[config.mk]
export PLATFORM = sky130hd
export DESIGN_NAME = bin_to_bcd
export DESIGN_NICKNAME = d
export VERILOG_FILES = /design/src/rtl/bin_to_bcd.sv
export SDC_FILE = /design/constraint.sdc
export NUM_CORES = 1
export LEC_CHECK = 0
export ABC_AREA = 1
export CORE_ASPECT_RATIO = 1.75
export CORE_MARGIN = 3
export CORE_UTILIZATION = 55
export CTS_BUF_LIST = sky130_fd_sc_hd__clkbuf_8
export DETAILED_ROUTE_END_ITERATION = 10
export MAX_ROUTING_LAYER = met4
export PLACE_DENSITY_LB_ADDON = 0.15
export SLEW_MARGIN = 25
export SYNTH_ARGS = -nofsm -noshare
export SYNTH_HDL_FRONTEND = slang
export SYNTH_SLANG_ARGS = --single-unit
[constraint.sdc]
create_clock -name clk -period 2.5 [get_ports clk]
set_clock_uncertainty 0.05 [all_clocks]
set_input_delay 0.75 -clock clk [delete_from_list [all_inputs] [get_ports clk]]
set_output_delay 0.75 -clock clk [all_outputs]
set_load 0.01 [all_outputs]
[src/rtl/bin_to_bcd.sv]
// Sequential double-dabble binary-to-BCD converter with start/ready/valid handshake.
// One conversion takes binWidth shift cycles; the result and the overflow flag hold until the next completion.
module bin_to_bcd #(
  parameter int binWidth = 8,
  parameter int digits   = 3
) (
  input  logic                  clk,
  input  logic                  rst,
  input  logic                  en,
  input  logic [binWidth-1:0]   bin,
  output logic                  ready,
  output logic [4*digits-1:0]   bcd,
  output logic                  valid,
  output logic                  overflow
);

  localparam int BW = 4 * digits;
  localparam int CW = $clog2(binWidth + 1);

  typedef enum logic [1:0] {IDLE, CONV, DONE} state_t;

  state_t              state_q, state_d;
  logic [binWidth-1:0] shift_q, shift_d;
  logic [BW-1:0]       scratch_q, scratch_d;
  logic                ovf_q, ovf_d;
  logic [CW-1:0]       count_q, count_d;
  logic [BW-1:0]       bcd_q, bcd_d;
  logic                overflow_q, overflow_d;
  logic                valid_q, valid_d;

  logic [BW-1:0]       adj;
  logic [BW-1:0]       shifted_scratch;
  logic                shift_out;

  // Per-digit +3 correction, modulo 16, applied to all digits in parallel.
  generate
    for (genvar gi = 0; gi < digits; gi++) begin : g_adj
      assign adj[gi*4 +: 4] = (scratch_q[gi*4 +: 4] >= 4'd5) ? scratch_q[gi*4 +: 4] + 4'd3
                                                             : scratch_q[gi*4 +: 4];
    end
  endgenerate

  assign shifted_scratch = {adj[BW-2:0], shift_q[binWidth-1]};
  assign shift_out       = adj[BW-1];

  always_comb begin
    state_d    = state_q;
    shift_d    = shift_q;
    scratch_d  = scratch_q;
    ovf_d      = ovf_q;
    count_d    = count_q;
    bcd_d      = bcd_q;
    overflow_d = overflow_q;
    valid_d    = 1'b0;
    case (state_q)
      IDLE: begin
        if (en) begin
          shift_d   = bin;
          scratch_d = '0;
          ovf_d     = 1'b0;
          count_d   = CW'(binWidth);
          state_d   = CONV;
        end
      end
      CONV: begin
        shift_d   = shift_q << 1;
        scratch_d = shifted_scratch;
        ovf_d     = ovf_q | shift_out;
        count_d   = count_q - 1'b1;
        if (count_q == CW'(1)) begin
          bcd_d      = shifted_scratch;
          overflow_d = ovf_q | shift_out;
          valid_d    = 1'b1;
          state_d    = DONE;
        end
      end
      DONE: begin
        state_d = IDLE;
      end
      default: begin
        state_d = IDLE;
      end
    endcase
  end

  always_ff @(posedge clk or posedge rst) begin
    if (rst) begin
      state_q    <= IDLE;
      shift_q    <= '0;
      scratch_q  <= '0;
      ovf_q      <= 1'b0;
      count_q    <= '0;
      bcd_q      <= '0;
      overflow_q <= 1'b0;
      valid_q    <= 1'b0;
    end else begin
      state_q    <= state_d;
      shift_q    <= shift_d;
      scratch_q  <= scratch_d;
      ovf_q      <= ovf_d;
      count_q    <= count_d;
      bcd_q      <= bcd_d;
      overflow_q <= overflow_d;
      valid_q    <= valid_d;
    end
  end

  // All outputs come straight from flops, so en/bin never reach them combinationally.
  assign ready    = (state_q == IDLE);
  assign bcd      = bcd_q;
  assign valid    = valid_q;
  assign overflow = overflow_q;

endmodule

-- Yosys cells after proc, flatten, opt, wreduce, memory -nomap -nowiden
Index checks and enable logic that the tools add are counted.
- output and inout port bits: 15
- bits in registers: 41
- input bits: 11
- order comparisons: 3
- mux-type cells: 16
- add/subtract/negate cells: 4
- bitwise logic cells: 1
- reduce and logical (&&, ||, !) cells: 5
- equal/unequal tests: 4
- operators with widths (cell ; number):
    12-bit case mux with 2 select lines ; 1
    4-bit two-way mux ; 4
    8-bit case mux with 2 select lines ; 1
    4-bit by 2-bit adder with 4-bit output, second input constant ; 3
    4-bit by 3-bit greater-or-equal comparator with 1-bit output, second input constant ; 3
    12-bit two-way mux ; 1
    8-bit two-way mux ; 1
    4-bit case mux with 2 select lines ; 1
    2-bit AND reduction ; 3
    4-bit by 1-bit equality test with 1-bit output, second input constant ; 1
    2-bit two-way mux ; 2
    2-bit != test, second input constant ; 2
    2-bit case mux with 2 select lines ; 1
    4-bit by 1-bit subtractor with 4-bit output, second input constant ; 1
    1-bit two-way mux ; 3
    2-bit by 1-bit equality test with 1-bit output, second input constant ; 1
    2-bit logical NOT ; 1
    1-bit case mux with 2 select lines ; 1
    2-bit nonzero test ; 1
    1-bit OR ; 1

-- Depth between registers and ports, before layout
Gate-level depths: netlist of the first run.
- depth in word-level cells: 4
- depth in mapped cells: 10
- mapped depth without buffers: 10

-- Worst setup path after synthesis of the first run
No wires, ideal clock.
- path type: in2reg
- from: input en
- to: register shift_q[1]
- buffers on the path: 1
- stages on the path: 6
- arrival time: 1241 ps
- slack: 1085 ps
- required time: 2326 ps
- cells stage by stage: nand2_2 -> nand2_4 -> inv_4 -> buf_8 -> nand2_1 -> nand3_1
- longest elaborated chain between the ends: 2
- RTL lines (item ; RTL line ; RTL):
    from (decl) ; 9 ; input logic en,
    2-bit != test (no line) ; n/a ;
    2-bit AND reduction (no line) ; n/a ;
    to (signal assigned) ; 98 ; shift_q <= shift_d;
    to (decl) ; 23 ; logic [binWidth-1:0] shift_q, shift_d;
Every way passes these cells.
A chain may end at the register's enable or synchronous reset.

-- Worst setup path after layout of the first run
- from: register state_q[0]
- to: output ready
- longest elaborated chain between the ends: 1
- RTL lines (item ; RTL line ; RTL):
    from (decl) ; 22 ; state_t state_q, state_d;
    from (signal assigned) ; 97 ; state_q <= state_d;
    2-bit logical NOT ; 109 ; assign ready = (state_q == IDLE);
    to (decl) ; 11 ; output logic ready,
Every way passes these cells.

==> results.sh, run 1 <==
export IMPL_status="complete, no violations"
export IMPL_antenna_left=0
export IMPL_core_area_sq_um=3430
export IMPL_regToRegSetupSlack_ps=890
export IMPL_final_cell_mix="nand2_1, dfrtp_1, nand3_1"
export IMPL_final_common_cell="nand2_1"
export IMPL_drc=0
export IMPL_avgSynthCellArea_sq_um=8.69
export IMPL_grt_max_degree=42
export IMPL_syn_num_nets=248
export IMPL_grt_use_total_pct=21.4
export IMPL_setup_viol=0
export IMPL_timing_final_ws_setup_ps=361
export IMPL_hp_class="reg2reg"
export IMPL_start_util_pct=57.9
export IMPL_crit_path_start_kind="register"
export IMPL_cts_made_buffers=5
export IMPL_dp_hpwl_um=2810
export IMPL_final_cell_area_sq_um=2390
export IMPL_clock_latency_ps=300
export IMPL_power_per_cell_area_nw_per_um2=1310
export IMPL_drive_gt1_share_pct=8.91
export IMPL_vias=1603
export IMPL_yosysTopAreaCell="dfrtp_1"
export IMPL_final_nets=276
export IMPL_grt_setup_unrepaired="no"
export IMPL_gp_congestion=0.886
export IMPL_post_route_period_util_pct=85.5
export IMPL_worst_pin_slew_ps=514
export IMPL_viasPerCell=5.29
export IMPL_crit_fanout=2
export IMPL_synth_area_sq_um=1990
export IMPL_rr_worst_depth=7
export IMPL_cp_end_kind="primary output"
export IMPL_diodes=0
export IMPL_power_w=0.00312
export IMPL_finalHoldViolCount=0
export IMPL_grt_ovfl_total=0
export IMPL_num_rows=28
export IMPL_synth_warnings=0
export IMPL_postCtsSetupBuffers=0
export IMPL_worst_path_max_delay_cell="clkdlybuf4s50_1"
export IMPL_cts_root_buffer="clkbuf_8"
export IMPL_post_route_min_period_ps=2140
export IMPL_firstDrtPassIters=5
export IMPL_grt_pass1_wl_um=6910
export IMPL_fmax_mhz=468
export IMPL_cts_num_sinks=41
export IMPL_clockBufferDepth=2
export IMPL_area_growth_syn_to_layout_pct=20.0
export IMPL_cp_endpoint="ready"
export IMPL_r2r_start="count_q[1]"
export IMPL_path_cells="nor2_1, clkdlybuf4s50_1"
export IMPL_hold_buffers=0
export IMPL_cts_resized_gates=0
export IMPL_pre_cts_slack_ps=494
export IMPL_synth_seq_area_share_pct=51.6
export IMPL_leakage_nw=1.20
export IMPL_crit_start="state_q[0]"
export IMPL_synth_top_area_share_pct=51.6
export IMPL_finalMaxSlewViolations=0
export IMPL_die_area_sq_um=4400
export IMPL_syn_inst=229
export IMPL_critPathKind="reg2out"
export IMPL_peakVddDrop_mv=1.02
export IMPL_final_cells=303
export IMPL_routed_wl_um=3970
export IMPL_antenna_found_initial=0
export IMPL_cpPeakStageDelay_ps=540
export IMPL_pin_count=26
export IMPL_wl_per_cell_um=13.1
export IMPL_synth_area_leaders="dfrtp_1, nand2_1, nand3_1"
export IMPL_placed_cells=295
export IMPL_clk_pin_slew_ps=80
export IMPL_cap_violations=0
export IMPL_cts_tree="built"
export IMPL_synth_seq_cells=41
export IMPL_first_global_vias=1584
export IMPL_relSlewSlack_pct=65.8
export IMPL_tns_ps=0
export IMPL_drtIter0Drc=41
export IMPL_synth_distinct_cells=25
export IMPL_chipWidth_um=51.5
export IMPL_htreeDepth=2
export IMPL_fp_dieH_um=85.6
export IMPL_placed_area_sq_um=2250
export IMPL_io_buffers=25
export IMPL_regToRegEndpoint="bcd[0]"
export IMPL_cp_arrival_ps=1340
export IMPL_worstPathRequired_ps=1700
## routing by layer
| metal | GRT usage, % | up-vias | routed length, um |
|---|---|---|---|
| li1 | - | 807 | - |
| met2 | 36.0 | 34 | 2090 |
| met4 | 9.55 | 0 | 79 |
| met5 | - | - | 0 |
| met3 | 4.00 | 8 | 142 |
| met1 | 24.2 | 754 | 1660 |
## report_power, final
part,total (W),internal [W],switching [W]
clock,0.000627,0.000397,0.000230
sequential,0.00112,0.000942,0.000182
combinational,0.00137,0.000547,0.000821
## synthesized netlist by cell type
library cell / instances
nand2_1: 78
dfrtp_1: 41
nand3_1: 29
inv_1: 21
o21ai_0: 13
ha_1: 8
o22ai_1: 6
o21ai_1: 4
a21oi_1: 3
inv_2: 3
nor2_1: 3
o211ai_1: 3
buf_6: 2
inv_4: 2
nand2_4: 2
nor2_4: 2
a22o_2: 1
buf_2: 1
buf_4: 1
buf_8: 1
nand2_2: 1
nand3_2: 1
nand4_2: 1
o21ai_2: 1
xnor2_1: 1
## critical path, delay by kind of cell (launching register included)
kind          cells  cell delay [ps]
buf+inv           1              540
flops             1              410
simple gates      1               90
## cell type report
cell class / instances / area [sq um]
clock buffer: 5 / 68.8
clock inverter: 3 / 65.1
fill: 306 / 1050
inverter: 26 / 103
multi-input combinational: 157 / 811
sequential: 41 / 1030
tap: 45 / 56.3
timing repair buffer: 26 / 258
## worst min-delay path by stage
stage	from	end	slack, ps	depth (start not counted)
2_1_floorplan	count_q[3]	count_q[3]	390	1
3_3_place_gp	bcd[5]	bcd[5]	410	2
3_5_place_dp	bcd[10]	bcd[10]	410	2
4_1_cts	count_q[3]	count_q[3]	430	1
5_1_grt	bcd[7]	bcd[7]	460	2
6_report	count_q[3]	count_q[3]	430	1
## through the flow
stage	hold slack (ps)	util (%)
finish	429	69.5
floorplan	395	-
global route	458	69.5
global placement	413	65.6
CTS	429	69.5
detailed placement	415	65.6
## registers in the layout, indices dropped and copies added (netlist names)
signal / flops
bcd: 12
count_q: 4
overflow: 1
ovf_q: 1
scratch_q: 12
shift_q: 8
state_q: 2
valid: 1
## cell families after synthesis
family / share of synthesized area (%)
buf+inv: 7.67
simple gates: 26.3
compound gates: 8.99
xor+xnor: 0.440
flops: 51.6
fa+ha+maj: 5.03
(Power assumes the default switching activity.)
==> run 2, diff against run 1 <==
- CORE_UTILIZATION: 55 -> 61
- RECOVER_POWER: default -> 50
==> run 2 against run 1 <==
First-iteration DRC count fell by 9.8%. Flip-flop and latch count did not move. Largest power group unchanged. Fmax rose by 0.31%. Sequential share of layout area rose by 1.4 points. Combinational power barely moved. Cell count fell by 0.99%. Worst setup slack improved by 6.6 ps. Sequential power barely moved. Via count fell by 0.31%. Cell area fell by 3.1%. Clock power fell by 36%. Critical endpoint unchanged.
==> results.sh, run 2 (synthesis gave the netlist of run 1 again) <==
export IMPL_num_rows=26
export IMPL_fp_dieH_um=81.5
export IMPL_critPathKind="reg2out"
export IMPL_post_route_period_util_pct=85.3
export IMPL_clk_pin_slew_ps=70
export IMPL_postCtsSetupBuffers=0
export IMPL_grt_pass1_wl_um=6780
export IMPL_relSlewSlack_pct=33.1
export IMPL_worst_pin_slew_ps=1000
export IMPL_cts_tree="built"
export IMPL_finalHoldViolCount=0
export IMPL_htreeDepth=2
export IMPL_first_global_vias=1542
export IMPL_grt_ovfl_total=0
export IMPL_status="complete, no violations"
export IMPL_die_area_sq_um=4010
export IMPL_pin_count=26
export IMPL_drive_gt1_share_pct=6.59
export IMPL_cts_made_buffers=5
export IMPL_grt_max_degree=42
export IMPL_hold_buffers=0
export IMPL_diodes=0
export IMPL_clockBufferDepth=2
export IMPL_chipWidth_um=49.2
export IMPL_leakage_nw=1.18
export IMPL_fillers=242
export IMPL_dp_hpwl_um=2750
export IMPL_worst_path_max_delay_cell="clkdlybuf4s50_1"
export IMPL_worstPathRequired_ps=1700
export IMPL_crit_path_start_kind="register"
export IMPL_cts_num_sinks=41
export IMPL_clock_latency_ps=300
export IMPL_antenna_found_initial=0
export IMPL_wl_per_cell_um=12.8
export IMPL_cap_violations=0
export IMPL_cts_resized_gates=0
export IMPL_cp_arrival_ps=1330
export IMPL_critical_path_buf_inv_count=1
export IMPL_path_cells="nor2_1, clkdlybuf4s50_1"
export IMPL_path_delay_family="buffers and inverters"
export IMPL_post_route_min_period_ps=2130
export IMPL_io_buffers=25
export IMPL_antenna_left=0
export IMPL_setup_viol=0
export IMPL_hold_path_depth=2
export IMPL_finalMaxSlewViolations=0
export IMPL_start_util_pct=65.8
export IMPL_drtIter0Drc=37
export IMPL_viasPerCell=5.33
export IMPL_peakVddDrop_mv=0.861
export IMPL_grt_use_total_pct=22.9
export IMPL_fmax_mhz=469
export IMPL_firstDrtPassIters=4
export IMPL_rr_worst_depth=7
export IMPL_hp_class="reg2reg"
export IMPL_vias=1598
export IMPL_power_per_cell_area_nw_per_um2=1240
export IMPL_crit_fanout=2
export IMPL_grt_setup_unrepaired="no"
export IMPL_power_w=0.00288
export IMPL_cpPeakStageDelay_ps=540
export IMPL_final_nets=276
export IMPL_core_area_sq_um=3030
export IMPL_final_cell_mix="nand2_1, dfrtp_1, nand3_1"
export IMPL_tns_ps=0
export IMPL_routed_wl_um=3840
export IMPL_cts_root_buffer="clkbuf_8"
export IMPL_cp_end_kind="primary output"
export IMPL_area_growth_syn_to_layout_pct=16.2
export IMPL_cp_depth=2
export IMPL_drc=0
export IMPL_gp_congestion=0.839
export IMPL_final_common_cell="nand2_1"
[run 2: changes by cell type in the layout (fill, tap and decap cells not counted), sizes merged]
cell	change
inv	+3
bufinv	-2
clkdlybuf4s50	-2
dlygate4sd3	+2
buf	-1
clkbuf	+1
clkinv	-1
[run 2: worst paths after layout]
| path | startpoint | end | slack, ps |
|---|---|---|---|
| max in group asynchronous | rst | count_q[1] | 620 |
| min in group asynchronous | rst | bcd[10] | 1160 |
| max | state_q[0] | ready | 370 |
| min reg2reg | bcd[4] | bcd[4] | 430 |
| min | bcd[4] | bcd[4] | 430 |
| max reg2reg | count_q[1] | bcd[7] | 790 |
[run 2: cell type report]
cell class,count,area (sq um),share of cell area [%]
multi-input combinational,157,796,34.4
clock buffer,5,68.8,2.98
inverter,26,103,4.44
tap,42,52.6,2.27
clock inverter,3,11.3,0.487
timing repair buffer,26,255,11.0
sequential,41,1030,44.4
[run 2: layer usage]
| layer | global-route usage (%) | share of wire (%) |
|---|---|---|
| met4 | 10.8 | 2.3 |
| met2 | 39.4 | 54 |
| met5 | - | 0 |
| met3 | 4.72 | 3.9 |
| met1 | 25.4 | 40 |
[run 2: worst register-to-register path, cell delays in order (launching register included)]
cell and delay, ps:
dfrtp_1 360, inv_1 130, ha_1 170, nand3_1 180, nor2_4 310, inv_2 210
nand2_1 110, o21ai_0 70
[run 2: report_power, final]
group | total [W] | internal (W) | leakage [nW] | switching (W)
combinational | 0.00135 | 0.000539 | 0.605 | 0.000810
clock | 0.000399 | 0.000186 | 0.0519 | 0.000213
sequential | 0.00113 | 0.000943 | 0.525 | 0.000187
total | 0.00288 | 0.00167 | 1.18 | 0.00121
[run 2: metrics by stage]
stage	utilization [%]	setup slack, ps	area (sq um)	instances	hold WS, ps
final	76.4	368	2310	300	432
after global routing	76.4	299	2310	300	449
after floorplan	-	754	1990	229	395
after global placement	74.4	539	2250	292	409
after detailed placement	74.4	519	2250	292	415
after CTS	77.0	348	2330	300	435
==> run 3, diff against run 2 <==
- CORE_MARGIN: 3 -> 4
==> run 3 against run 2 <==
Sequential power about the same. Core utilization down 1.6 points. Flip-flop and latch count did not move. Via count down 1.3%. Worst hold slack got worse by 3.7 ps. Cell area increased by 1.6%. Count of clock-buffer cells in the layout increased by 1.
==> results.sh, run 3 (synthesis gave the netlist of run 1 again) <==
export IMPL_finalHoldViolCount=0
export IMPL_chipWidth_um=51.2
export IMPL_post_route_min_period_ps=2140
export IMPL_pin_count=26
export IMPL_leakage_nw=1.19
export IMPL_diodes=0
export IMPL_multi_input_area_sq_um=796
export IMPL_final_nets=276
export IMPL_grt_setup_unrepaired="no"
export IMPL_antenna_left=0
export IMPL_crit_path_start_kind="register"
export IMPL_drive_gt1_share_pct=7.36
export IMPL_vias=1578
export IMPL_die_area_sq_um=4280
export IMPL_htreeDepth=2
export IMPL_tns_ps=0
export IMPL_grt_pass1_wl_um=6660
export IMPL_grt_max_degree=42
export IMPL_area_growth_syn_to_layout_pct=18.1
export IMPL_antenna_found_initial=0
export IMPL_cp_end_kind="primary output"
export IMPL_io_buffers=25
export IMPL_critPathKind="reg2out"
export IMPL_wl_per_cell_um=12.5
export IMPL_num_rows=27
export IMPL_cp_arrival_ps=1340
export IMPL_grt_ovfl_total=0
export IMPL_fp_dieH_um=83.5
export IMPL_cts_made_buffers=5
export IMPL_clockBufferDepth=2
export IMPL_grt_use_total_pct=21.1
export IMPL_firstDrtPassIters=4
export IMPL_first_global_vias=1578
export IMPL_power_per_cell_area_nw_per_um2=1290
export IMPL_fmax_mhz=467
export IMPL_worst_pin_slew_ps=975
export IMPL_setup_viol=0
export IMPL_cts_resized_gates=0
export IMPL_peakVddDrop_mv=0.867
export IMPL_final_cell_area_sq_um=2350
export IMPL_drc=0
export IMPL_status="complete, no violations"
export IMPL_cap_violations=0
export IMPL_post_route_period_util_pct=85.7
export IMPL_clock_latency_ps=290
export IMPL_viasPerCell=5.24
export IMPL_postCtsSetupBuffers=0
export IMPL_cts_root_buffer="clkbuf_8"
export IMPL_core_area_sq_um=3140
export IMPL_final_common_cell="nand2_1"
export IMPL_cts_num_sinks=41
export IMPL_worstPathRequired_ps=1700
export IMPL_final_cell_mix="nand2_1, dfrtp_1, nand3_1"
export IMPL_cts_tree="built"
export IMPL_dp_hpwl_um=2740
export IMPL_seq_area_sq_um=1030
export IMPL_hold_buffers=0
export IMPL_crit_fanout=2
export IMPL_drtIter0Drc=40
export IMPL_routed_wl_um=3760
export IMPL_start_util_pct=63.3
export IMPL_clk_pin_slew_ps=80
export IMPL_relSlewSlack_pct=35.0
export IMPL_gp_congestion=0.845
export IMPL_hp_class="reg2reg"
export IMPL_placed_area_sq_um=2250
export IMPL_fillers=242
export IMPL_finalMaxSlewViolations=0
==> run 3: cell count changes in the layout (fill, tap and decap cells not counted) <==
cell       before  now
inv_1          24   22
bufinv_16       0    1
clkbuf_8        5    6
==> run 3: metrics by stage <==
step / std cells / power (W) / utilization [%] / hold slack [ps] / setup WS [ps]
2_1_floorplan: 229 / 0.00211 / - / 395 / 754
4_1_cts: 301 / 0.00307 / 75.3 / 427 / 343
5_1_grt: 301 / 0.00329 / 74.8 / 447 / 298
3_5_place_dp: 293 / 0.00251 / 71.6 / 414 / 498
6_report: 301 / 0.00303 / 74.8 / 429 / 357
3_3_place_gp: 293 / 0.00245 / 71.6 / 409 / 526
==> run 3: routing by layer <==
metal  routed length [um]  GRT usage, %  vias up
met5                    0             -        -
met2                 1970          36.2       39
met4                   74          9.80        0
met3                  142          4.47        8
met1                 1580          22.5      731
li1                     -             -      800
==> run 3: worst max-delay path: stages (launching register included) <==
cell	delay, ps
dfrtp_1	410
nor2_1	100
clkdlybuf4s50_1	540
==> run 3: where the power goes <==
group	internal [W]	total, W	switching, W
combinational	0.000542	0.00136	0.000818
sequential	0.000942	0.00112	0.000180
clock	0.000321	0.000545	0.000223
==> run 3: area by class of cell <==
type,count,share of cell area [%]
flip-flops and latches,41,43.7
multi-input cells,157,33.9
repair buffers,26,10.9
inverters,26,4.37
clock buffers,6,3.51
well taps,43,2.29
clock inverters,2,1.44
==> run 3: final timing paths <==
kind                         endpoint  slack, ps  cells after the start       start
hold reg to reg            count_q[3]        430                      1  count_q[3]
max in group asynchronous      bcd[7]        640                      3         rst
hold / removal             count_q[3]        430                      1  count_q[3]
setup / recovery                ready        360                      2  state_q[0]
min in group asynchronous     bcd[10]       1140                      3         rst
setup reg to reg               bcd[3]        790                      7  count_q[1]
